$ cat src/rtl/branch_resolve_unit.sv
// Branch resolution and PC sequencing for the single-cycle datapath: flag register
// with same-cycle bypass, condition decode, next-PC selection and a taken counter.
module branch_resolve_unit #(
  parameter int unsigned PC_W = 16,
  parameter int unsigned OFF_W = 8,
  parameter logic [PC_W-1:0] RESET_PC = '0,
  parameter int unsigned CNT_W = 16
) (
  input  logic             clk,
  input  logic             rst,
  input  logic             en,
  input  logic             flag_we,
  input  logic             lt_in,
  input  logic             eq_in,
  input  logic             gt_in,
  input  logic             br_valid,
  input  logic [2:0]       br_cond,
  input  logic [OFF_W-1:0] br_off,
  input  logic             jmp_valid,
  input  logic [PC_W-1:0]  jmp_addr,
  output logic [PC_W-1:0]  pc,
  output logic [2:0]       flags,
  output logic             taken,
  output logic             flag_err,
  output logic [CNT_W-1:0] taken_cnt
);

  // Control inputs are single-cycle qualifiers: br_valid/jmp_valid/flag_we are
  // acted on only in a cycle where en=1; there is no backpressure, so a
  // request presented while en=0 is dropped rather than held.

  logic [2:0]      flag_in;
  logic            in_onehot;
  logic            flag_wr;
  logic            flag_bad;
  logic [2:0]      eff_flags;
  logic            cond_true;
  logic            transfer;
  logic [PC_W-1:0] pc_inc;
  logic [PC_W-1:0] br_target;
  logic [PC_W-1:0] next_pc;

  assign flag_in   = {lt_in, eq_in, gt_in};
  assign in_onehot = (flag_in == 3'b100) || (flag_in == 3'b010) || (flag_in == 3'b001);
  assign flag_wr   = en & flag_we & in_onehot;
  assign flag_bad  = en & flag_we & ~in_onehot;

  // A valid compare in the same cycle is visible to the branch without waiting.
  assign eff_flags = flag_wr ? flag_in : flags;

  always_comb begin
    cond_true = 1'b0;
    case (br_cond)
      3'b000:  cond_true = eff_flags[1];
      3'b001:  cond_true = ~eff_flags[1];
      3'b010:  cond_true = eff_flags[2];
      3'b011:  cond_true = eff_flags[0] | eff_flags[1];
      3'b100:  cond_true = eff_flags[0];
      3'b101:  cond_true = eff_flags[2] | eff_flags[1];
      3'b110:  cond_true = 1'b1;
      default: cond_true = 1'b0;
    endcase
  end

  assign pc_inc    = pc + PC_W'(1);
  assign br_target = pc_inc + PC_W'($signed(br_off));
  assign transfer  = jmp_valid | (br_valid & cond_true);

  always_comb begin
    next_pc = pc_inc;
    if (jmp_valid) begin
      next_pc = jmp_addr;
    end else if (br_valid && cond_true) begin
      next_pc = br_target;
    end
  end

  always_ff @(posedge clk) begin
    if (rst) begin
      pc        <= RESET_PC;
      flags     <= 3'b010;
      taken     <= 1'b0;
      flag_err  <= 1'b0;
      taken_cnt <= '0;
    end else begin
      taken <= en & transfer;
      if (en) begin
        pc <= next_pc;
        if (flag_wr) begin
          flags <= flag_in;
        end
        if (flag_bad) begin
          flag_err <= 1'b1;
        end
        if (transfer && (taken_cnt != {CNT_W{1'b1}})) begin
          taken_cnt <= taken_cnt + CNT_W'(1);
        end
      end
    end
  end

endmodule

$ cat config.mk
export PLATFORM = sky130hd
export DESIGN_NAME = branch_resolve_unit
export DESIGN_NICKNAME = d
export VERILOG_FILES = /design/src/rtl/branch_resolve_unit.sv
export SDC_FILE = /design/constraint.sdc
export NUM_CORES = 1
export LEC_CHECK = 0
export CORE_MARGIN = 2
export CORE_UTILIZATION = 55
export DETAILED_ROUTE_END_ITERATION = 8
export GPL_TIMING_DRIVEN = 0
export HOLD_SLACK_MARGIN = 0.12
export PLACE_DENSITY = 0.87
export SYNTH_ARGS = -nofsm -noshare
export SYNTH_HDL_FRONTEND = slang
export SYNTH_SLANG_ARGS = --single-unit
$ cat constraint.sdc
create_clock -name clk -period 8.7 [get_ports clk]
set_input_delay 1.74 -clock clk [delete_from_list [all_inputs] [get_ports clk]]
set_output_delay 1.74 -clock clk [all_outputs]
set_load 0.05 [all_outputs]
# Yosys cells after proc, flatten, opt, wreduce, memory -nomap -nowiden

Cells that the tools add are included.

Bits in registers: 37
Bits of input ports: 36
Output and inout port bits: 37
Word-level logic and storage cells: 39

Add/subtract/negate cells: 3
Equality and inequality tests: 10
Multiplexer cells: 4
Bitwise gates (word level): 10
Reductions and logical operators: 7

Operators by type and width:

| cell                                           | number |
|---|---|
| adder 16 x 1 -> 16 bit (second input constant) | 2 |
| 2-to-1 mux 16 bit                              | 2 |
| adder 16 bit                                   | 1 |
| inequality test 16 bit (second input constant) | 1 |
| == test 3 bit (second input constant)          | 4 |
| == test 3 x 2 -> 1 bit (second input constant) | 3 |
| case mux 1 bit (7 select lines)                | 1 |
| == test 3 x 1 -> 1 bit (second input constant) | 2 |
| bitwise AND 1 bit                              | 5 |
| AND reduction 2 bit                            | 2 |
| zero test 3 bit                                | 1 |
| 2-to-1 mux 3 bit                               | 1 |
| OR 1 bit                                       | 3 |
| logical AND 1 bit                              | 2 |
| logical OR 1 bit                               | 2 |
| inverter 1 bit                                 | 2 |

# Logic depth before layout (Yosys ltp)

Gate-level depths: netlist of the first run.

Depth in word-level cells: 11
Depth in mapped cells: 13
Depth with buffers taken out: 13

# Worst setup path before layout of the first run

OpenSTA, ideal clock, no wires.

Kind: in2reg
Start point: in br_off[0]
End point: reg pc[14]
Setup time: 0.117 ns
Arrival: 3.514 ns
Required time: 8.583 ns
Path slack: 5.068 ns
Stages: 9
Cells stage by stage: ha_1 -> fa_1 -> a211oi_1 -> o21ai_1 -> o211ai_1 -> a22oi_1 -> o31ai_1 -> mux2i_1 -> nand2_1

Cells in the longest elaborated chain, start to end: 3

Ends and longest elaborated chain:

| item                 | line | source |
|---|---|---|
| start, declared      | 18   | `input logic [OFF_W-1:0] br_off,` |
| adder 16 bit         | 66   | `assign br_target = pc_inc + PC_W'($signed(br_off));` |
| 2-to-1 mux 16 bit    | 73   | `end else if (br_valid && cond_true) begin` |
| 2-to-1 mux 16 bit    | 71   | `if (jmp_valid) begin` |
| end signal, assigned | 88   | `pc <= next_pc;` |
| end, declared        | 21   | `output logic [PC_W-1:0] pc,` |

Every way passes these cells.
A chain may end at the register's enable or synchronous reset.

# Worst setup path after layout of the first run

Start point: in br_off[7]
End point: reg pc[14]

The elaborated chain is that of the path after synthesis.

==> results of run 1 <==
power by group through the flow:
stage | Combinational (mW) | Clock, mW | Sequential [mW]
floorplan | 0.108 | 0 | 0.218
global placement | 0.190 | 0 | 0.192
detailed placement | 0.195 | 0 | 0.192
CTS | 0.195 | 0.159 | 0.188
global route | 0.214 | 0.165 | 0.190
finish | 0.197 | 0.160 | 0.188
registers in the layout (all words and copies together), names as in the netlist:
register and flops:
flag_err 1, taken_cnt 16, flags 3, taken 1, pc 16
cell families after synthesis:
kind of cell	after synthesis
simple gates	147
compound gates	130
buf+inv	38
flops	37
xor+xnor	27
fa+ha+maj	19
mux	5
stage by stage:
step / std cells / instance area, um^2 / hold slack [ns] / total power, mW
2_1_floorplan: 403 / 3120 / 0.694 / 0.326
3_3_place_gp: 543 / 3890 / 0.459 / 0.381
3_5_place_dp: 543 / 3890 / 0.493 / 0.387
4_1_cts: 551 / 4000 / 0.507 / 0.542
5_1_grt: 551 / 4000 / 0.540 / 0.569
6_report: 551 / 4000 / 0.507 / 0.546
layout by cell type (no fill, tap or decap), types with 6 or more instances in the layout:
cell type         n
xnor2_1          12
clkdlybuf4s50_1  68
nand3_1          22
buf_2             7
a211oi_1          6
dfxtp_1          37
nand4_1           6
nand2b_1          7
nor3_1           11
and3_1            6
ha_1             18
or3_1            15
o21bai_1          7
a31oi_1           7
o21ai_0          10
nand2_1          34
xor2_1           14
a21oi_1          33
o21ai_1          17
nor2_1           27
inv_1            13
clkbuf_1         11
layer usage:
metal  GRT usage (%)  routed length, um
met1            36.7               3530
met2            47.6               4260
met3            4.20                751
met4            12.9                175
met5               0                  0
area by class of cell:
cell class	instances	share of cell area (%)
Multi-Input combinational cell	328	54.6
Sequential cell	37	18.5
Timing Repair Buffer	68	17.0
Buffer	24	3.41
Tap cell	72	2.25
Clock buffer	5	1.72
Inverter	14	1.31
Clock inverter	3	1.16
final timing paths:
kind                            slack [ns]  endpoint  startpoint  depth (start not counted)
worst max register to register        5.40    pc[15]       pc[0]                         13
worst max-delay path                  4.42    pc[14]   br_off[7]                          9
worst min-delay path                  0.51  flag_err    flag_err                          2
worst min register to register        0.51  flag_err    flag_err                          2
critical path: stages:
cell,delay (ns)
clkdlybuf4s50_1,0.82
ha_1,0.36
a2111oi_0,0.45
o21ai_1,0.18
o211ai_1,0.17
a22oi_1,0.18
o31ai_1,0.30
mux2i_1,0.22
nand2_1,0.06
==> results.py, run 1 <==
metrics = {
    "placed_design": {
        "place.gp.congestion": 0.877,
        "dp_hpwl_um": 6550,
        "io_buffers": 68,
        "pre_cts_slack_ns": 4.13,
    },
    "timing": {
        "worst_pin_slew_ns": 0.721,
        "slew_headroom_pct": 51.8,
        "fin_ws_ns": 4.42,
        "finalCritPeriodShare_pct": 49.2,
        "tns_ns": 0,
        "setup_violations": 0,
        "hold_violations": 0,
        "fin_skew_ns": 0.00791,
        "fin_crit_ns": 4.28,
        "slew_violations": 0,
        "fmax_mhz": 233,
        "rsz0062_at_grt": "no",
    },
    "cts": {
        "cts_tree": "built",
        "clkTransAtPathRegs_ns": 0.08,
        "post_cts_buffers": 0,
        "hold_buffers": 0,
        "clockBufferDepth": 2,
        "numCtsBuffers": 5,
        "cts_resized": 0,
        "htree_levels": 2,
        "clock_latency_ns": 0.31,
        "clockRootBuffer": "clkbuf_8",
        "cts.sinks": 37,
    },
    "setup_path": {
        "critPathKind": "in -> reg",
        "startpoint_type": "input port",
        "critPathArrivalTime_ns": 4.49,
        "cp_data_required_time_ns": 8.90,
        "crit_path_max_fanout": 14,
        "crit_path_end_kind": "flip-flop",
    },
    "grt": {
        "grt_max_degree": 15,
        "grt_pass1_wl_um": 14400,
        "grt_util_all_layers_pct": 28.7,
        "grt_pass1_vias": 3199,
        "antenna_found_initial": 0,
        "grt-ovfl-total": 0,
    },
    "synthesis": {
        "synthFlopType": "dfxtp_1",
        "synth.top_cells.by_count": "37 x dfxtp_1, 34 x nand2_1, 33 x a21oi_1",
        "yosys-top-cells-area": "dfxtp_1 24%, ha_1 7.2%, a21oi_1 5.3%, nand2_1 4.1%, xor2_1 3.9%",
        "syn_area_per_cell_um2": 7.73,
        "synth_compound_area_share_pct": 28.7,
        "synth_top_family_by_area": "compound AO/OA/AOI/OAI gates",
        "syn_area_mm2": 0.00312,
        "yosysSeqAreaShare_pct": 23.8,
        "ys_ff_latch": 37,
        "ys_types": 65,
        "yosys.cell_count.top_type": "dfxtp_1",
        "synth_warnings": 0,
        "synth_largest_area_cell": "dfxtp_1",
        "synth-simple-area-share_pct": 24.2,
        "synth.net_count": 458,
        "synthXorXnorAreaFrac_pct": 7.83,
        "synth_mux_area_share_pct": 1.61,
        "synth_edf_count": 0,
        "syn_inst": 403,
        "synth_fa_ha_area_share_pct": 7.87,
        "synthArstFlopShare_pct": 0,
        "yosys.area.top_type_share_pct": 23.8,
    },
    "power_and_ir_drop": {
        "p_clk_share_pct": 29.3,
        "ir_drop_uv": 67.8,
        "p_sw_mw": 0.201,
        "p_per_area_mw_per_mm2": 136,
        "sw_frac_of_total_pct": 36.9,
        "internal_power_mw": 0.344,
        "power_leakage_nw": 1.51,
        "seqPwrFrac_pct": 34.5,
        "p_comb_share_pct": 36.1,
    },
    "hold_path": {
        "hold_class": "reg -> reg",
    },
    "finish": {
        "register_area_um2": 741,
        "multi_input_area_mm2": 0.00219,
        "drive_above_1_share_pct": 6.26,
        "antenna_cells": 0,
        "syn2layout_area_growth_pct": 28.4,
        "final_nets": 533,
        "nFillCells": 434,
        "final_util_pct": 72.7,
    },
    "detailed_routing": {
        "drc": 0,
        "detail-route-antenna-nets": 0,
        "vias_per_cell": 6.15,
        "finalWirelength_um": 8720,
        "vias": 3389,
        "wire_per_inst_um": 15.8,
        "drtIter0Drc": 186,
        "first_pass_iters": 4,
    },
    "floorplan": {
        "initial_core_util_pct": 56.6,
        "die_h_um": 79.3,
        "dieArea_mm2": 0.00629,
        "fp.coreArea_mm2": 0.00551,
        "io-pin-count": 73,
        "num_rows": 27,
        "die_w_um": 79.3,
    },
    "run_status": {
        "status": "finished, final reports clean",
    },
    "job": {
        "cap_viol_max_count": 0,
    },
}
Power figures use the tool's default switching activity.
==> run 2: changes to the inputs <==
--- a/config.mk
+++ b/config.mk
@@ -6,11 +6,11 @@
 export NUM_CORES = 1
 export LEC_CHECK = 0
 export CORE_MARGIN = 2
-export CORE_UTILIZATION = 55
+export CORE_UTILIZATION = 51
 export DETAILED_ROUTE_END_ITERATION = 8
 export GPL_TIMING_DRIVEN = 0
 export HOLD_SLACK_MARGIN = 0.12
-export PLACE_DENSITY = 0.87
+export PLACE_DENSITY = 0.81
 export SYNTH_ARGS = -nofsm -noshare
 export SYNTH_HDL_FRONTEND = slang
 export SYNTH_SLANG_ARGS = --single-unit
==> constraint.sdc (replaced) <==
create_clock -name clk -period 4.3 [get_ports clk]
set_input_delay 0.86 -clock clk [delete_from_list [all_inputs] [get_ports clk]]
set_output_delay 0.86 -clock clk [all_outputs]
set_load 0.05 [all_outputs]
==> run 2 against run 1 <==
- critical path depth unchanged
- combinational power increased by 100%
- total power increased by 110%
- global-route usage decreased by 2.0 points
- sequential power increased by 100%
- clock-buffer cell count unchanged
- highest routed layer unchanged
- cell count increased by 0.54%
- clock power increased by 130%
- worst setup slack got worse by 3.6 ns
- hold slack got worse by 0.020 ns
- non-clock buffer count unchanged
- sequential cell count unchanged
==> results.py, run 2 (same netlist as run 1, synthesis figures left out) <==
metrics = {
    "timing": {
        "setup_violations": 0,
        "fin_crit_ns": 3.47,
        "finalCritPeriodShare_pct": 80.6,
        "slew_violations": 0,
        "fmax_mhz": 288,
        "tns_ns": 0,
        "fin_skew_ns": 0.00735,
        "rsz0062_at_grt": "no",
        "hold_violations": 0,
        "fin_ws_ns": 0.833,
        "worst_pin_slew_ns": 0.758,
        "slew_headroom_pct": 49.3,
    },
    "power_and_ir_drop": {
        "p_per_area_mw_per_mm2": 285,
        "ir_drop_uv": 158,
        "finalPower_mw": 1.15,
        "power_leakage_nw": 1.52,
    },
    "cts": {
        "clockRootBuffer": "clkbuf_8",
        "cts_resized": 0,
        "clock_latency_ns": 0.29,
        "numCtsBuffers": 5,
        "htree_levels": 2,
        "cts_tree": "built",
        "cts.sinks": 37,
        "hold_buffers": 0,
        "clkTransAtPathRegs_ns": 0.08,
        "clockBufferDepth": 2,
        "post_cts_buffers": 0,
    },
    "finish": {
        "mostFrequentLayoutCell": "clkdlybuf4s50_1",
        "syn2layout_area_growth_pct": 29.1,
        "layout_common_cells": "68 x clkdlybuf4s50_1, 37 x dfxtp_1, 34 x nand2_1",
        "antenna_cells": 0,
        "top_regs": "pc: 16 flops, taken_cnt: 16 flops, flags: 3 flops",
        "final_nets": 533,
        "nFillCells": 523,
        "fin_area_mm2": 0.00403,
        "drive_above_1_share_pct": 6.26,
    },
    "setup_path": {
        "startpoint_type": "input port",
        "crit_path_max_fanout": 14,
        "critPathArrivalTime_ns": 3.65,
        "max_stage_delay_ns": 0.69,
        "crit_path_end_kind": "flip-flop",
        "reg2reg_depth": 13,
        "cp_data_required_time_ns": 4.49,
        "crit_chain": "clkdlybuf4s50_1 -> ha_1 -> o21ai_0 -> nor2_1 -> o2111ai_1 -> o21bai_1 -> a2bb2oi_1 -> or3_1 -> a31o_1",
        "r2r_setup_slack_ns": 0.95,
        "r2r_end": "pc[15]",
        "cpMaxStageDelayCell": "clkdlybuf4s50_1",
        "r2r_start": "pc[0]",
        "critPathKind": "in -> reg",
    },
    "placed_design": {
        "io_buffers": 68,
        "pre_cts_slack_ns": 0.565,
        "place.gp.congestion": 0.902,
        "dp_hpwl_um": 6660,
        "place_area_mm2": 0.00389,
    },
    "grt": {
        "grt_pass1_vias": 3126,
        "antenna_found_initial": 0,
        "grt_util_all_layers_pct": 26.7,
        "grt_pass1_wl_um": 14200,
        "grt_max_degree": 15,
        "grt-ovfl-total": 0,
    },
    "detailed_routing": {
        "vias_per_cell": 6.10,
        "drc": 0,
        "wire_per_inst_um": 15.9,
        "finalWirelength_um": 8800,
        "drtIter0Drc": 129,
        "first_pass_iters": 4,
        "detail-route-antenna-nets": 0,
        "vias": 3378,
    },
    "floorplan": {
        "num_rows": 28,
        "initial_core_util_pct": 52.6,
        "io-pin-count": 73,
        "fp.coreArea_mm2": 0.00592,
        "dieArea_mm2": 0.00675,
        "die_h_um": 82.2,
        "die_w_um": 82.2,
    },
    "run_status": {
        "status": "finished, final reports clean",
    },
    "hold_path": {
        "hold_class": "reg -> reg",
        "hold-path-cell-count": 2,
        "min_from": "flag_err",
        "min_to": "flag_err",
    },
    "job": {
        "cap_viol_max_count": 0,
    },
}
[run 2: final cells by class]
| cell class | instances | area [um^2] | share of cell area [%] |
|---|---|---|---|
| plain buffers | 24 | 136 | 3.39 |
| clock buffers | 5 | 68.8 | 1.71 |
| clock inverters | 3 | 65.1 | 1.62 |
| inverters | 14 | 52.6 | 1.31 |
| multi-input cells | 328 | 2190 | 54.3 |
| flip-flops and latches | 37 | 741 | 18.4 |
| well taps | 75 | 93.8 | 2.33 |
| repair buffers | 68 | 681 | 16.9 |
[run 2: how the worst max path moves through the flow]
stage | endpoint | start | slack (ns) | cells after the start
6_report | pc[15] | br_off[7] | 0.83 | 9
3_5_place_dp | pc[15] | br_off[7] | 0.56 | 9
5_1_grt | pc[15] | br_off[7] | 0.72 | 9
2_1_floorplan | pc[15] | pc[0] | 1.0 | 13
4_1_cts | pc[15] | br_off[7] | 0.87 | 9
3_3_place_gp | pc[15] | br_off[7] | 0.61 | 9
[run 2: worst max-delay path: cells and delay by family]
kind / cells / cell delay (ns)
AND/OR/NAND/NOR: 2 / 0.58
AO/OA/AOI/OAI: 5 / 1.05
buffers and inverters: 1 / 0.69
adder cells (fa/ha/maj): 1 / 0.48
[run 2: metal layers]
metal	track usage, %	up-vias	share of wire [%]
li1	-	1659	-
met1	33.9	1584	44
met2	46.6	122	49
met3	3.04	13	5.4
met4	9.67	0	1.8
met5	0	-	0
[run 2: power by group]
part	switching (mW)	internal (mW)
Combinational	0.236	0.164
Clock	0.134	0.231
Sequential	0.0224	0.359
Total	0.392	0.754
[run 2: per-stage QoR]
stage	instances	hold slack, ns	utilization [%]
detailed placement	546	0.469	65.7
global route	554	0.501	68.0
floorplan	403	0.694	-
global placement	546	0.464	65.7
CTS	554	0.489	68.0
finish	554	0.487	68.0
==> run 3: changes to the inputs <==
==> constraint.sdc (replaced) <==
create_clock -name clk -period 3.55 [get_ports clk]
set_input_delay 0.71 -clock clk [delete_from_list [all_inputs] [get_ports clk]]
set_output_delay 0.71 -clock clk [all_outputs]
set_load 0.05 [all_outputs]
==> run 3 against run 2 <==
- sequential power rose by 21%
- critical path depth did not move
- largest cell class unchanged
- critical endpoint unchanged
- critical path type unchanged
- total power rose by 21%
==> results.py, run 3 (same netlist as run 1, synthesis figures left out) <==
metrics = {
    "cts": {
        "htree_levels": 2,
        "cts_resized": 0,
        "cts_tree": "built",
        "hold_buffers": 0,
        "cts.sinks": 37,
        "post_cts_buffers": 0,
        "clkTransAtPathRegs_ns": 0.08,
        "clockBufferDepth": 2,
        "numCtsBuffers": 5,
        "clockRootBuffer": "clkbuf_8",
        "clock_latency_ns": 0.29,
    },
    "finish": {
        "mostFrequentLayoutCell": "clkdlybuf4s50_1",
        "layout_common_cells": "68 x clkdlybuf4s50_1, 37 x dfxtp_1, 34 x nand2_1",
        "final_nets": 533,
        "syn2layout_area_growth_pct": 29.2,
        "antenna_cells": 0,
        "top_regs": "pc: 16 flops, taken_cnt: 16 flops, flags: 3 flops",
        "drive_above_1_share_pct": 6.47,
        "fin_cells": 554,
        "nFillCells": 521,
    },
    "floorplan": {
        "dieArea_mm2": 0.00675,
        "fp.coreArea_mm2": 0.00592,
        "num_rows": 28,
        "initial_core_util_pct": 52.6,
        "die_h_um": 82.2,
        "die_w_um": 82.2,
        "io-pin-count": 73,
    },
    "detailed_routing": {
        "drc": 0,
        "vias_per_cell": 6.08,
        "first_pass_iters": 4,
        "vias": 3369,
        "wire_per_inst_um": 15.9,
        "drtIter0Drc": 113,
        "finalWirelength_um": 8810,
        "detail-route-antenna-nets": 0,
    },
    "grt": {
        "top_usage_layer": "met2",
        "antenna_found_initial": 0,
        "grt_max_degree": 15,
        "grt_use_met2_pct": 46.6,
        "met1_usage_pct": 33.9,
        "grt_pass1_vias": 3126,
        "grt_pass1_wl_um": 14200,
        "grt-ovfl-total": 0,
        "grt_util_all_layers_pct": 26.7,
        "grt_use_met3_pct": 3.04,
    },
    "timing": {
        "fin_skew_ns": 0.00654,
        "rsz0062_at_grt": "no",
        "fin_crit_ns": 3.33,
        "fmax_mhz": 300,
        "worst_pin_slew_ns": 0.784,
        "slew_violations": 0,
        "finalCritPeriodShare_pct": 93.9,
        "slew_headroom_pct": 47.5,
        "hold_slack_ns": 0.486,
        "setup_violations": 0,
        "hold_violations": 0,
    },
    "placed_design": {
        "dp_hpwl_um": 6660,
        "io_buffers": 68,
        "placed_cells": 546,
        "place.gp.congestion": 0.902,
    },
    "hold_path": {
        "hold-path-cell-count": 2,
        "hold_class": "reg -> reg",
    },
    "setup_path": {
        "critPathArrivalTime_ns": 3.52,
        "cp_data_required_time_ns": 3.74,
        "crit_path_end_kind": "flip-flop",
        "reg2reg_depth": 13,
        "critPathKind": "in -> reg",
        "startpoint_type": "input port",
        "crit_path_max_fanout": 14,
    },
    "power_and_ir_drop": {
        "p_per_area_mw_per_mm2": 345,
        "ir_drop_uv": 192,
        "power_leakage_nw": 1.52,
    },
    "job": {
        "cap_viol_max_count": 0,
    },
    "run_status": {
        "status": "finished, final reports clean",
    },
}
==> run 3: cell type report <==
class	instances	area (um^2)	share of cell area, %
inverter	14	52.6	1.30
tap	75	93.8	2.33
clock buffer	5	68.8	1.71
timing repair buffer	68	681	16.9
multi-input combinational	328	2190	54.4
buffer	24	136	3.39
sequential	37	741	18.4
clock inverter	3	65.1	1.62
==> run 3: worst max-delay path, cell delays in order <==
cell	delay [ns]
clkdlybuf4s50_1	0.70
ha_1	0.48
o21ai_0	0.09
nor2_1	0.21
o2111ai_1	0.22
o21bai_1	0.34
a2bb2oi_1	0.18
or3_1	0.38
a31o_1	0.22
==> run 3: final timing paths <==
check                               start       end  slack [ns]
worst min register to register   flag_err  flag_err        0.49
worst max-delay path            br_off[7]    pc[15]        0.22
worst max register to register      pc[0]    pc[15]        0.29
worst min-delay path             flag_err  flag_err        0.49
==> run 3: through the flow <==
stage                     setup slack [ns]  area [um^2]  TNS [ns]  utilization (%)  power [mW]
after global placement             0.00788         3890         0             65.7       0.937
after detailed placement           -0.0352         3890   -0.0352             65.7       0.949
after floorplan                      0.248         3120         0                -       0.798
after global routing                0.0804         4030         0             68.0        1.44
final                                0.218         4030         0             68.0        1.39
after CTS                            0.223         4030         0             68.0        1.39
==> run 3: per-layer routing <==
| layer | routed length, um | part of all wire (%) |
|---|---|---|
| met2 | 4270 | 48 |
| met5 | 0 | 0 |
| met3 | 529 | 6.0 |
| met4 | 159 | 1.8 |
| met1 | 3850 | 44 |
==> run 3: where the power goes <==
| group | switching, mW | total (mW) | leakage [nW] | internal (mW) |
|---|---|---|---|---|
| registers | 0.0270 | 0.462 | 0.302 | 0.435 |
| clock network | 0.165 | 0.444 | 0.0681 | 0.279 |
| logic | 0.286 | 0.484 | 1.15 | 0.199 |
| total | 0.477 | 1.39 | 1.52 | 0.913 |
